`src/rtl/uart_tx_fifo.sv`:
```
// Buffered 8N1 UART transmitter: a FIFO_DEPTH-byte queue drains into a
// start/data/stop serializer that chains frames with no idle gap.
module uart_tx_fifo #(
    parameter int CLKS_PER_BIT = 87,
    parameter int FIFO_DEPTH   = 8
) (
    input  logic       clk,
    input  logic       rst,
    input  logic [7:0] tx_data,
    input  logic       tx_valid,
    output logic       tx_ready,
    output logic       data_out_TX,
    output logic       tx_busy,
    output logic       tx_done
);

    localparam int CNT_W = $clog2(CLKS_PER_BIT);
    localparam int PTR_W = $clog2(FIFO_DEPTH);
    localparam int OCC_W = $clog2(FIFO_DEPTH + 1);
    localparam logic [CNT_W-1:0] BIT_LAST = CNT_W'(CLKS_PER_BIT - 1);
    localparam logic [OCC_W-1:0] OCC_FULL = OCC_W'(FIFO_DEPTH);

    typedef enum logic [1:0] {S_IDLE, S_START, S_DATA, S_STOP} state_t;

    state_t           r_state;
    state_t           w_state_next;
    logic [7:0]       r_mem [FIFO_DEPTH];
    logic [PTR_W-1:0] r_wr_ptr;
    logic [PTR_W-1:0] r_rd_ptr;
    logic [OCC_W-1:0] r_count;
    logic [CNT_W-1:0] r_baud_cnt;
    logic [2:0]       r_bit_idx;
    logic [7:0]       r_shift;
    logic             r_line;
    logic             r_done;

    logic w_push;
    logic w_pop;
    logic w_fifo_empty;
    logic w_bit_end;
    logic w_line_next;
    logic w_done_next;

    assign tx_ready     = (r_count != OCC_FULL);
    assign w_push       = tx_valid & tx_ready;
    assign w_fifo_empty = (r_count == '0);
    assign w_bit_end    = (r_baud_cnt == BIT_LAST);

    assign data_out_TX = r_line;
    assign tx_busy     = (r_state != S_IDLE);
    assign tx_done     = r_done;

    always_comb begin
        w_state_next = r_state;
        w_line_next  = r_line;
        w_done_next  = 1'b0;
        w_pop        = 1'b0;
        case (r_state)
            S_IDLE: begin
                if (!w_fifo_empty) begin
                    w_pop        = 1'b1;
                    w_state_next = S_START;
                    w_line_next  = 1'b0;
                end
            end
            S_START: begin
                if (w_bit_end) begin
                    w_state_next = S_DATA;
                    w_line_next  = r_shift[0];
                end
            end
            S_DATA: begin
                if (w_bit_end) begin
                    if (r_bit_idx == 3'd7) begin
                        w_state_next = S_STOP;
                        w_line_next  = 1'b1;
                    end else begin
                        w_line_next = r_shift[1];
                    end
                end
            end
            S_STOP: begin
                if (w_bit_end) begin
                    w_done_next = 1'b1;
                    // Chain straight into the next start bit when bytes are waiting.
                    if (!w_fifo_empty) begin
                        w_pop        = 1'b1;
                        w_state_next = S_START;
                        w_line_next  = 1'b0;
                    end else begin
                        w_state_next = S_IDLE;
                        w_line_next  = 1'b1;
                    end
                end
            end
            default: w_state_next = S_IDLE;
        endcase
    end

    // Storage array is left unreset so it maps onto block RAM.
    always_ff @(posedge clk) begin
        if (w_push && !rst) begin
            r_mem[r_wr_ptr] <= tx_data;
        end
    end

    always_ff @(posedge clk) begin
        if (rst) begin
            r_state    <= S_IDLE;
            r_line     <= 1'b1;
            r_done     <= 1'b0;
            r_wr_ptr   <= '0;
            r_rd_ptr   <= '0;
            r_count    <= '0;
            r_baud_cnt <= '0;
            r_bit_idx  <= '0;
            r_shift    <= '0;
        end else begin
            r_state <= w_state_next;
            r_line  <= w_line_next;
            r_done  <= w_done_next;

            if (w_push) begin
                r_wr_ptr <= r_wr_ptr + 1'b1;
            end
            if (w_pop) begin
                r_rd_ptr <= r_rd_ptr + 1'b1;
                r_shift  <= r_mem[r_rd_ptr];
            end else if (r_state == S_DATA && w_bit_end) begin
                r_shift <= {1'b0, r_shift[7:1]};
            end

            case ({w_push, w_pop})
                2'b10:   r_count <= r_count + 1'b1;
                2'b01:   r_count <= r_count - 1'b1;
                default: r_count <= r_count;
            endcase

            if (r_state == S_IDLE) begin
                r_baud_cnt <= '0;
            end else if (w_bit_end) begin
                r_baud_cnt <= '0;
            end else begin
                r_baud_cnt <= r_baud_cnt + 1'b1;
            end

            if (r_state == S_DATA && w_bit_end) begin
                r_bit_idx <= r_bit_idx + 1'b1;
            end
        end
    end

endmodule

```
`config.mk`:
```
export PLATFORM = sky130hd
export DESIGN_NAME = uart_tx_fifo
export DESIGN_NICKNAME = d
export VERILOG_FILES = /design/src/rtl/uart_tx_fifo.sv
export SDC_FILE = /design/constraint.sdc
export NUM_CORES = 1
export LEC_CHECK = 0
export BUFFER_PORTS_ARGS = -buffer_cell sky130_fd_sc_hd__buf_2
export CAP_MARGIN = 20
export CORE_MARGIN = 1.5
export CORE_UTILIZATION = 50
export DETAILED_ROUTE_END_ITERATION = 16
export GPL_TIMING_DRIVEN = 0
export PLACE_DENSITY_LB_ADDON = 0.05
export SYNTH_ARGS = -nofsm -noshare
export SYNTH_HDL_FRONTEND = slang
export SYNTH_SLANG_ARGS = --single-unit
```
`constraint.sdc`:
```
create_clock -name clk -period 4.35 [get_ports clk]
set_input_delay 0.2175 -clock clk [delete_from_list [all_inputs] [get_ports clk]]
set_output_delay 0.2175 -clock clk [all_outputs]
set_load 0.01 [all_outputs]
```
==> metrics.md <==
| Metric | Value |
|---|---|
| Core Box Area | `8220 um2` |
| Number of routed nets with antenna violations | `0` |
| CTS tree | `yes` |
| Via count of the first global-routing pass | `2333` |
| Post-Route Setup TNS | `0 ns` |
| Critical Path Max Stage Delay | `0.37 ns` |
| Number of instances resized during post-cts repair | `0` |
| Logic depth of the worst register-to-register path | `13` |
| Crit-path most repeated cell | `sky130_fd_sc_hd__ha_1` |
| Setup-violating endpoint count in the final report | `0` |
| Number of clock buffers inserted by TritonCTS | `9` |
| Initial antenna violation count | `0` |
| Die width | `95.0 um` |
| Total power per unit cell area | `515 nW/um2` |
| H-tree Lvls | `3` |
| Number of enable-type register cells in the synthesized netlist | `64` |
| Synth warnings | `0` |
| Maximum fanout encountered on the critical timing path | `8` |
| Async S/R FF share, synth | `0%` |
| Fraction of post-synthesis cell area in the top cell type by area | `45.4%` |
| Number of register bits inferred by synthesis | `99` |
| Proportion of synthesized chip area in sequential cells | `62.0%` |
| Starting Density | `51.5%` |
| Number of rows created at floorplan | `33` |
| Type of element capturing the critical path | `register` |
| Drt pass-1 iters | `4` |
| Overall die area | `9020 um2` |
| Detail-routed via count per cell | `5.56` |
| Mapped Nets | `317` |
| Die Y-Extent | `95.0 um` |
| Wirelength, routed | `7520 um` |
| Final Max Tran Viols | `0` |
| Antenna diode count | `0` |
| Clock tree skew after final layout | `0.0131 ns` |
| Startpoint of the most critical register-to-register path | `r_baud_cnt[0]` |
| Number of hold buffers added after cts | `0` |
| Routed wirelength normalized by instance count | `17.6 um` |
| Synthesized cell area | `4230 um2` |
| Required time at the worst-slack endpoint | `4.63 ns` |
| Number of cells in the design after placement | `413` |
| Leading post-synthesis cells by cell area | `sky130_fd_sc_hd__edfxtp_1 45%, sky130_fd_sc_hd__dfxtp_1 17%, sky130_fd_sc_hd__mux4_2 8.5%` |
| Leak | `0.00160 uW` |
| HPWL reported at the end of detailed placement | `5100 um` |
| Type of the worst min-delay path | `input pin to register` |
| Initial detailed-routing violation count | `209` |
| Number of top-level pins | `15` |
| Total of buffers placed on input and output ports | `14` |
| Buf+Inv Stages, Crit Path | `2` |
| Worst R2R End | `r_count[2]` |
| Post-Syn Area per Cell | `14.5 um2` |
| Post-CTS Setup Bufs | `0` |
| Maximum number of pins on one net before global-route repair | `18` |
| Number of remaining DRC errors | `0` |
| Placer's final routability congestion estimate | `0.830` |
| Total overflow reported by the global router | `0` |
| # Max-Cap Violations | `0` |
| Critical Path Start | `r_baud_cnt[0]` |
| Cell with the most instances after synthesis | `sky130_fd_sc_hd__edfxtp_1` |
| Clock latency of the later-clocked register in the worst-skew pair | `0.35 ns` |
| Slowest cell on the critical path | `sky130_fd_sc_hd__o31ai_4` |
| Kind of start point of the critical path | `register` |
| Number of unique standard cell types used by synthesis | `46` |
| Via count of the routed design | `2379` |
| Area leader, netlist | `sky130_fd_sc_hd__edfxtp_1` |
| Worst reg-to-reg setup slack | `1.53 ns` |
| Worst endpoint data arrival time | `3.11 ns` |
| Clock root buffer | `sky130_fd_sc_hd__clkbuf_8` |
| Most frequent cells after synthesis | `64 x sky130_fd_sc_hd__edfxtp_1, 35 x sky130_fd_sc_hd__dfxtp_1, 24 x sky130_fd_sc_hd__nor2_1, 16 x sky130_fd_sc_hd__mux4_2, 14 x sky130_fd_sc_hd__ha_1` |
| Final Critical Period | `2.82 ns` |
| Category of cells accounting for the largest share of critical-path delay | `simple AND/OR/NAND/NOR gates` |
| Worst setup path end | `r_count[2]` |
| First-pass GRT wire length | `12500 um` |
| Hold violation count in the final report | `0` |
| Sink count of the clock tree | `99` |
| Number of cells in the finished layout apart from fillers | `428` |
| Area growth, synth to finish | `9.82%` |
| Worst-margin pin slew | `0.931 ns` |
| Most used flip-flop cell after synthesis | `sky130_fd_sc_hd__edfxtp_1` |
| Clock-pin slew of the registers on the worst-case setup and hold paths | `0.10 ns` |
| Synthesized instance count | `292` |
| Kind of critical path | `register to register` |
| CP Depth | `13` |
| Proportion of layout cells with a drive suffix above 1 | `22.3%` |
| Achievable Freq | `354 MHz` |
| CP Cell Sequence | `inv_1, ha_1, nand4b_2, o31ai_4, nand2_2, inv_1, ha_1, xor2_1, ha_1, a21oi_1, xor2_1, or3_1, a21oi_1` |
| Share of the cycle needed by the critical path after routing | `64.9%` |
| Maximum ir drop on the vdd rail | `0.293 mV` |
| Run status | `complete, no violations` |
| Max clock buf depth | `2` |
| Setup repair after global routing missed its margin | `no` |
| Worst slew margin relative to its limit | `37.7%` |
| Final-stage net count | `344` |
| Total routing usage reported by global routing | `19.2%` |
[cells in the final DEF (no fill, tap or decap), types with 6 or more instances in the layout]
cell	Yosys	layout
sky130_fd_sc_hd__a211oi_1	7	7
sky130_fd_sc_hd__a21oi_1	10	10
sky130_fd_sc_hd__a221oi_1	7	7
sky130_fd_sc_hd__buf_2	5	19
sky130_fd_sc_hd__clkbuf_8	0	9
sky130_fd_sc_hd__dfxtp_1	35	35
sky130_fd_sc_hd__edfxtp_1	64	64
sky130_fd_sc_hd__ha_1	14	14
sky130_fd_sc_hd__inv_1	7	7
sky130_fd_sc_hd__mux2i_1	10	10
sky130_fd_sc_hd__mux4_2	16	16
sky130_fd_sc_hd__nand2_1	6	6
sky130_fd_sc_hd__nand2b_1	8	8
sky130_fd_sc_hd__nand3_1	13	13
sky130_fd_sc_hd__nor2_1	24	24
sky130_fd_sc_hd__o21ai_0	6	6
sky130_fd_sc_hd__xor2_1	9	9
[cell families after synthesis]
family	synth area share [%]
adders and majority gates	4.14
DFF	62.0
muxes	11.1
and+or+nand+nor	10.1
buffers and inverters	2.81
AOI/OAI and AO/OA	7.60
xor gates and xnor gates	2.28
[registers in the layout, summed over array words and instances (netlist names), named ones only]
signal,flops
tx_done,1
r_baud_cnt,7
r_count,4
r_rd_ptr,3
data_out_TX,1
r_wr_ptr,3
r_bit_idx,3
r_mem,64
r_state,2
r_shift,8
[stage by stage]
step / hold slack, ns / total power, uW / utilization (%) / setup slack (ns) / cell area (um2)
2_1_floorplan: 0.316 / 1720 / - / 1.90 / 4230
3_3_place_gp: 0.463 / 1880 / 54.0 / 1.17 / 4430
3_5_place_dp: 0.471 / 1890 / 54.5 / 1.50 / 4480
4_1_cts: 0.0984 / 2430 / 56.6 / 1.46 / 4650
5_1_grt: 0.107 / 2550 / 56.6 / 1.22 / 4650
6_report: 0.121 / 2390 / 56.6 / 1.53 / 4650
[worst min path at each step]
stage,endpoint,slack [ns],from,cells past startpoint
2_1_floorplan,r_mem[0][0],0.32,tx_data[0],0
3_3_place_gp,r_baud_cnt[0],0.46,r_baud_cnt[0],1
3_5_place_dp,r_baud_cnt[0],0.47,r_baud_cnt[0],1
4_1_cts,r_mem[5][5],0.1,tx_data[5],1
5_1_grt,r_mem[6][7],0.11,tx_data[7],1
6_report,r_mem[5][5],0.12,tx_data[5],1
[layer usage]
layer / global-route usage, % / wire [um] / vias up
met5: 0 / 0 / -
met4: 4.10 / 28 / 0
met3: 5.07 / 188 / 2
met2: 30.2 / 3540 / 27
met1: 27.0 / 3770 / 1179
li1: - / - / 1171
[power by group]
part | switching, uW | internal (uW) | leakage [uW]
logic | 395 | 316 | 0.000650
registers | 66.5 | 1090 | 0.000864
clock network | 318 | 211 | 0.0000865
[cell type report]
class                   count  area, um2
clock buffers               9        124
multi-input cells         172       1520
repair buffers             16       85.1
clock inverters             6       47.5
well taps                 105        131
flip-flops and latches     99       2620
plain buffers              14       92.6
inverters                   7       26.3
fillers                   672       3570
Power figures use the tool's default switching activity.
